`config.mk`:
```
export PLATFORM = sky130hd
export DESIGN_NAME = flicker_edit_ctrl
export DESIGN_NICKNAME = d
export VERILOG_FILES = /design/src/rtl/clock_pkg.sv /design/src/rtl/flicker_tick_gen.sv /design/src/rtl/flicker_edit_ctrl.sv
export SDC_FILE = /design/constraint.sdc
export NUM_CORES = 1
export LEC_CHECK = 0
export ABC_AREA = 1
export BUFFER_PORTS_ARGS = -buffer_cell sky130_fd_sc_hd__buf_2
export CAP_MARGIN = 30
export CELL_PAD_IN_SITES_DETAIL_PLACEMENT = 1
export CELL_PAD_IN_SITES_GLOBAL_PLACEMENT = 1
export CORE_MARGIN = 2
export CORE_UTILIZATION = 50
export CTS_CLUSTER_DIAMETER = 40
export DETAILED_ROUTE_END_ITERATION = 10
export PLACE_DENSITY_LB_ADDON = 0.1
export REMOVE_ABC_BUFFERS = 1
export SLEW_MARGIN = 30
export SYNTH_ARGS = -nofsm -noshare
export SYNTH_HDL_FRONTEND = slang
export SYNTH_SLANG_ARGS = --single-unit
export TNS_END_PERCENT = 50
```
`constraint.sdc`:
```
create_clock -name clk -period 4.4 [get_ports clk]
set_clock_uncertainty 0.2 [all_clocks]
set_input_delay 0.22 -clock clk [delete_from_list [all_inputs] [get_ports clk]]
set_output_delay 0.22 -clock clk [all_outputs]
set_load 0.005 [all_outputs]
```
`src/rtl/clock_pkg.sv`:
```
`default_nettype none
// ============================================================================
//  Module   : clock_pkg
//  Purpose  : Shared types and constants for the clock edit controller:
//             edit-state encoding, display field indices and small helpers.
//  Revision : 1.0 - initial release
// ============================================================================
package clock_pkg;

  // Edit state; the numeric value is exported directly as the mode code
  typedef enum logic [1:0] {
    ST_RUN   = 2'd0,
    ST_SET_H = 2'd1,
    ST_SET_M = 2'd2,
    ST_SET_S = 2'd3
  } edit_state_e;

  // Bit positions of each field inside the {hour, min, sec} masks
  localparam int HOUR = 2;
  localparam int MIN  = 1;
  localparam int SEC  = 0;

  // One-hot mask of the field being edited in a given state (zero in RUN)
  function automatic logic [2:0] field_mask(input edit_state_e s);
    logic [2:0] m;
    m = 3'b000;
    case (s)
      ST_SET_H: m[HOUR] = 1'b1;
      ST_SET_M: m[MIN]  = 1'b1;
      ST_SET_S: m[SEC]  = 1'b1;
      default:  m       = 3'b000;
    endcase
    return m;
  endfunction

  // Mode-button successor: RUN -> SET_H -> SET_M -> SET_S -> RUN
  function automatic edit_state_e next_state(input edit_state_e s);
    edit_state_e n;
    case (s)
      ST_RUN:   n = ST_SET_H;
      ST_SET_H: n = ST_SET_M;
      ST_SET_M: n = ST_SET_S;
      default:  n = ST_RUN;
    endcase
    return n;
  endfunction

endpackage
`default_nettype wire

```
`src/rtl/flicker_tick_gen.sv`:
```
`default_nettype none
// ============================================================================
//  Module   : flicker_tick_gen
//  Purpose  : Prescaler counting 0..TICK_DIV-1; every wrap toggles the
//             flicker phase and flags a phase tick. A synchronous clear
//             restarts the period with the phase at 0 (field visible).
//  Revision : 1.0 - initial release
// ============================================================================
module flicker_tick_gen #(
  parameter int TICK_DIV = 10_000_000
) (
  input  logic clk,
  input  logic reset,
  input  logic clr,
  output logic phase,
  output logic tick
);

  localparam int              c_cw   = (TICK_DIV > 1) ? $clog2(TICK_DIV) : 1;
  localparam logic [c_cw-1:0] c_last = c_cw'(TICK_DIV - 1);

  logic [c_cw-1:0] r_cnt;
  logic            r_phase;

  // A tick is only reported when the wrap actually happens (not overridden by clr)
  assign tick  = (r_cnt == c_last) && !clr;
  assign phase = r_phase;

  // Prescaler and phase toggle, with clear taking priority over the wrap
  always_ff @(posedge clk or negedge reset) begin
    if (!reset) begin
      r_cnt   <= '0;
      r_phase <= 1'b0;
    end else if (clr) begin
      r_cnt   <= '0;
      r_phase <= 1'b0;
    end else if (r_cnt == c_last) begin
      r_cnt   <= '0;
      r_phase <= ~r_phase;
    end else begin
      r_cnt   <= r_cnt + c_cw'(1);
    end
  end

endmodule
`default_nettype wire

```
`src/rtl/flicker_edit_ctrl.sv`:
```
`default_nettype none
// ============================================================================
//  Module   : flicker_edit_ctrl
//  Purpose  : Two-button time-set controller. Mode presses walk through
//             RUN/SET_H/SET_M/SET_S, increment presses strobe the selected
//             counter, the selected field flickers, and an idle timeout
//             returns to RUN.
//  Revision : 1.0 - initial release
// ============================================================================
module flicker_edit_ctrl
  import clock_pkg::*;
#(
  parameter int TICK_DIV       = 10_000_000,
  parameter int TIMEOUT_PHASES = 100
) (
  input  logic       clk,
  input  logic       reset,
  input  logic       btn_mode,
  input  logic       btn_inc,
  output logic [1:0] mode,
  output logic       run,
  output logic [2:0] blank,
  output logic       inc_h,
  output logic       inc_m,
  output logic       inc_s
);

  localparam int             c_iw          = (TIMEOUT_PHASES > 0) ? $clog2(TIMEOUT_PHASES + 1) : 1;
  localparam logic [c_iw-1:0] c_timeout_val = c_iw'(TIMEOUT_PHASES);

  logic            r_btn_mode_q;
  logic            r_btn_inc_q;
  logic            r_armed;
  edit_state_e     r_state;
  logic            r_run;
  logic [2:0]      r_blank;
  logic [2:0]      r_inc;
  logic [c_iw-1:0] r_idle;

  logic            w_mode_ev;
  logic            w_inc_ev;
  edit_state_e     w_state_nx;
  logic [2:0]      w_inc_nx;
  logic            w_clr;
  logic            w_phase;
  logic            w_tick;
  logic            w_phase_nx;
  logic [2:0]      w_blank_nx;
  logic [c_iw-1:0] w_idle_nx;

  // Events are gated until one cycle after reset so a button already held
  // at release first has to be seen low before it can count again
  assign w_mode_ev = r_armed & btn_mode & ~r_btn_mode_q;
  assign w_inc_ev  = r_armed & btn_inc  & ~r_btn_inc_q;

  flicker_tick_gen #(
    .TICK_DIV (TICK_DIV)
  ) u_tick_gen (
    .clk   (clk),
    .reset (reset),
    .clr   (w_clr),
    .phase (w_phase),
    .tick  (w_tick)
  );

  // Next-state decode: mode press beats inc press, any press beats timeout
  always_comb begin
    w_state_nx = r_state;
    w_inc_nx   = 3'b000;
    if (w_mode_ev) begin
      w_state_nx = next_state(r_state);
    end else if (w_inc_ev) begin
      w_inc_nx   = field_mask(r_state);
    end else if (r_state != ST_RUN && r_idle == c_timeout_val) begin
      w_state_nx = ST_RUN;
    end

    w_clr      = (w_state_nx != r_state) || (w_inc_nx != 3'b000);
    w_phase_nx = w_clr ? 1'b0 : (w_phase ^ w_tick);
    w_blank_nx = field_mask(w_state_nx) & {3{w_phase_nx}};

    w_idle_nx = r_idle;
    if (w_mode_ev || w_inc_ev || (w_state_nx != r_state)) begin
      w_idle_nx = '0;
    end else if (r_state != ST_RUN && w_tick && r_idle != c_timeout_val) begin
      w_idle_nx = r_idle + c_iw'(1);
    end
  end

  // Button history and post-reset arming
  always_ff @(posedge clk or negedge reset) begin
    if (!reset) begin
      r_btn_mode_q <= 1'b0;
      r_btn_inc_q  <= 1'b0;
      r_armed      <= 1'b0;
    end else begin
      r_btn_mode_q <= btn_mode;
      r_btn_inc_q  <= btn_inc;
      r_armed      <= 1'b1;
    end
  end

  // Edit FSM with registered mode/run/blank/strobe outputs and idle counter
  always_ff @(posedge clk or negedge reset) begin
    if (!reset) begin
      r_state <= ST_RUN;
      r_run   <= 1'b1;
      r_blank <= 3'b000;
      r_inc   <= 3'b000;
      r_idle  <= '0;
    end else begin
      r_state <= w_state_nx;
      r_run   <= (w_state_nx == ST_RUN);
      r_blank <= w_blank_nx;
      r_inc   <= w_inc_nx;
      r_idle  <= w_idle_nx;
    end
  end

  assign mode  = r_state;
  assign run   = r_run;
  assign blank = r_blank;
  assign inc_h = r_inc[HOUR];
  assign inc_m = r_inc[MIN];
  assign inc_s = r_inc[SEC];

endmodule
`default_nettype wire

```
==> parameters.txt <==
Parameter                              Value

Outcome
  Result of the run    finished clean

Critical path
  Crit Path Class    flop to flop
  Type of destination of the critical path    flop
  Startpoint kind of the worst setup timing path    flop
  Worst endpoint required time    4440 ps
  Number of buffers and inverters on the critical path    2
  Most prevalent standard cell on the critical path    sky130_fd_sc_hd__inv_1
  Family with the most delay on the worst path    simple AND/OR/NAND/NOR gates
  Worst endpoint data arrival time    2490 ps
  Cell at the slowest stage of the critical path    sky130_fd_sc_hd__dfrtp_1
  Critical path fanouts, max    14
  Cell Chain, Critical Path    inv_1, ha_1, o21ai_2, o21ai_0, inv_1, nand3_1, nor2_2, nand4_1, nand2_1
  Biggest cell delay along the critical path    470 ps

Detailed routing
  TritonRoute pass-1 iters    4
  Post-detailed-routing wire length    6071 µm
  Routed vias/inst    5.383
  Detailed-route via count    2094
  Final antenna-violating net count    0
  DR DRC count    0
  Starting DRC count in detailed routing    89
  Drt wl/cell    15.61 µm

Clock tree
  Clock sinks    44
  Maximum clock path buffer count    2
  Later-pin clock latency in the skew report    300 ps
  CTS clock-pin slew for the worst setup and hold paths    80 ps
  H-Tree Depth    2
  Clock tree from TritonCTS    yes
  Clock root buffer    sky130_fd_sc_hd__clkbuf_8
  Number of clock buffers inserted by TritonCTS    5

Logic synthesis
  Portion of the post-synthesis area used by sequential elements    43.83%
  Count of yosys warnings during synthesis    0
  Mapped Area    2515 µm²
  Average instance area after synthesis    8.328 µm²
  Number of unique standard cell types used by synthesis    35
  Cell count after synthesis    302
  Total of flip-flops plus latches after synthesis    44

Cells and area
  Number of filler cells placed in the layout    625
  Antenna cell count    0
  End-of-flow core utilization    58.30%
  Number of cells in the finished layout apart from fillers    389
  Register cell area after layout    1102 µm²
  Most common library cell in the layout ignoring fill and taps    sky130_fd_sc_hd__nand2_1
  Area growth, synth to finish    10.95%
  Combined area of the multi-input logic cells    1231 µm²
  Commonest cells after routing, fill and taps aside    sky130_fd_sc_hd__nand2_1 (46), sky130_fd_sc_hd__dfrtp_1 (43), sky130_fd_sc_hd__nor2_1 (39), sky130_fd_sc_hd__inv_1 (37), sky130_fd_sc_hd__nand3_1 (30)
  Ratio of cells with drive above 1 in the final layout    15.84%
  Final net count    332

STA
  Portion of the clock cycle consumed by the worst path in the final layout    55.68%
  Setup Total Neg Slack    0 ps
  RSZ-0062 raised after global routing    false
  Tmin final    2450 ps
  Fmax    408.2 MHz
  Setup violators final    0
  Number of max-slew violations in the final report    0
  Final Hold Violating Endpoints    0
  Slew of the pin with the lowest slew margin    655.3 ps
  Relative max-transition margin    56.15%

Floorplan
  Core area    4786 µm²
  Chip Width    74.92 µm
  Number of I/O pins    13
  Starting density of the core    52.55%
  Vertical die dimension    74.92 µm
  Row Count    25
  Full die area    5613 µm²

Job
  Max-cap violations    0

Global routing
  Pin count of the biggest net entering global routing    45
  Overall routing resource usage    24.80%
  Global-route congestion overflow total    0
  Number of antenna violations at the first check in global routing    0
  Vias in the first global route    2215
  Wire length of the first global-routing pass    10520 µm

Power and ir drop
  Reported leakage power    1.309 nW
  Worst vdd ir    305.8 µV
  Power Dens Cells    417.1 nW/µm²
  Overall power consumption    1.164 mW

Worst hold path
  Path class of the lowest-slack min-delay path    input pin to async pin

Place
  Placed Cells incl. Taps    378
  Port Buffer Count    12
  RD Place Congestion    0.8280
  Post-DP HPWL    4489 µm
[power by group]
part	internal, mW	total, mW	leakage [nW]	switching (mW)
clock network	0.200	0.338	0.0645	0.138
registers	0.441	0.472	0.598	0.0306
logic	0.0963	0.354	0.647	0.257
total	0.738	1.16	1.31	0.426
[sequential cells by signal, indices dropped and copies added, names as in the netlist]
| register | cells |
|---|---|
| blank | 3 |
| mode | 2 |
| r_armed | 1 |
| r_btn_inc_q | 1 |
| r_btn_mode_q | 1 |
| r_idle | 7 |
| r_inc | 3 |
| run | 1 |
| u_tick_gen.phase | 1 |
| u_tick_gen.r_cnt | 24 |
[synth_stat cells]
cell	n	area, µm²
sky130_fd_sc_hd__nor3b_1	2	15.01
sky130_fd_sc_hd__nand3_4	1	17.52
sky130_fd_sc_hd__xor2_1	11	96.34
sky130_fd_sc_hd__inv_2	3	11.26
sky130_fd_sc_hd__o21ai_0	3	15.01
sky130_fd_sc_hd__ha_1	7	87.58
sky130_fd_sc_hd__nand4_2	1	12.51
sky130_fd_sc_hd__nand2_2	6	37.54
sky130_fd_sc_hd__inv_1	37	138.9
sky130_fd_sc_hd__dfrtp_1	43	1076
sky130_fd_sc_hd__nand3_2	3	30.03
sky130_fd_sc_hd__nor4_1	3	18.77
sky130_fd_sc_hd__nor2_1	39	146.4
sky130_fd_sc_hd__xnor2_1	3	26.28
sky130_fd_sc_hd__or2_2	1	6.260
sky130_fd_sc_hd__clkinv_1	1	3.750
sky130_fd_sc_hd__o21ai_2	1	8.760
sky130_fd_sc_hd__nor3_1	12	60.06
sky130_fd_sc_hd__o21bai_1	1	7.510
sky130_fd_sc_hd__nand4_4	1	21.27
sky130_fd_sc_hd__buf_6	2	22.52
sky130_fd_sc_hd__o22ai_1	1	6.260
sky130_fd_sc_hd__conb_1	1	3.750
sky130_fd_sc_hd__nor2_4	5	56.30
sky130_fd_sc_hd__nand3b_1	1	7.510
sky130_fd_sc_hd__dfstp_2	1	26.28
sky130_fd_sc_hd__a21oi_1	7	35.03
sky130_fd_sc_hd__nand4_1	19	118.9
sky130_fd_sc_hd__nor4_4	1	21.27
sky130_fd_sc_hd__nor2_2	6	37.54
sky130_fd_sc_hd__nand2_1	46	172.7
sky130_fd_sc_hd__buf_2	1	5.000
sky130_fd_sc_hd__nor3_2	1	10.01
sky130_fd_sc_hd__o21ai_1	1	5.000
sky130_fd_sc_hd__nand3_1	30	150.1
[final timing paths]
| kind | cells after the start | slack (ps) | startpoint | to |
|---|---|---|---|---|
| worst min-delay path | 2 | 250 | reset | r_idle[4]$_DFFE_PN0P_ |
| max in group asynchronous | 2 | 3360 | reset | u_tick_gen.r_cnt[10]$_DFF_PN0_ |
| worst max-delay path | 9 | 1950 | mode[0]$_DFF_PN0_ | r_idle[6]$_DFFE_PN0P_ |
| worst max register to register | 9 | 1950 | mode[0]$_DFF_PN0_ | r_idle[6]$_DFFE_PN0P_ |
| worst min register to register | 1 | 280 | u_tick_gen.r_cnt[0]$_DFF_PN0_ | u_tick_gen.r_cnt[0]$_DFF_PN0_ |
| min in group clk | 1 | 280 | u_tick_gen.r_cnt[0]$_DFF_PN0_ | u_tick_gen.r_cnt[0]$_DFF_PN0_ |
[cells by family (layout without fill, tap and decap cells)]
| logic type | count (synthesis) | count (layout) | synth area share [%] |
|---|---|---|---|
| xor gates and xnor gates | 14 | 14 | 4.876 |
| and+or+nand+nor | 178 | 178 | 37.36 |
| AOI/OAI and AO/OA | 14 | 14 | 3.084 |
| adders and majority gates | 7 | 7 | 3.482 |
| buffers and inverters | 44 | 64 | 7.213 |
| DFF | 44 | 44 | 43.83 |
| other | 1 | 1 | 0.1491 |
[routing by layer]
metal | up-vias | global-route usage (%) | share of wire, %
li1 | 1024 | - | -
met1 | 1027 | 34.07 | 48
met2 | 34 | 38.60 | 47
met3 | 9 | 5.890 | 3.1
met4 | 0 | 8.532 | 1.8
met5 | - | 0 | 0
[per-stage QoR]
step / area (µm²) / setup WS (ps) / hold WS [ps]
floorplan: 2487 / 2375 / -275.6
global placement: 2631 / 2160 / 149.8
detailed placement: 2634 / 2004 / 49.66
CTS: 2790 / 1927 / 266.2
global route: 2790 / 1699 / 300.7
finish: 2790 / 1950 / 250.8
[layout make-up]
class | instances | share of cell area (%)
Clock buffer | 7 | 3.453
Clock inverter | 1 | 1.076
Inverter | 41 | 5.516
Multi-Input combinational cell | 214 | 44.13
Sequential cell | 44 | 39.51
Tap cell | 67 | 3.004
Timing Repair Buffer | 15 | 3.318
[timing repair]
action                                 4_1_cts  5_1_grt
hold buffers                                 3        0
endpoints found under the hold margin       45        0
setup buffers                                0        0
gates resized for setup                      0        0
Power figures use the tool's default switching activity.
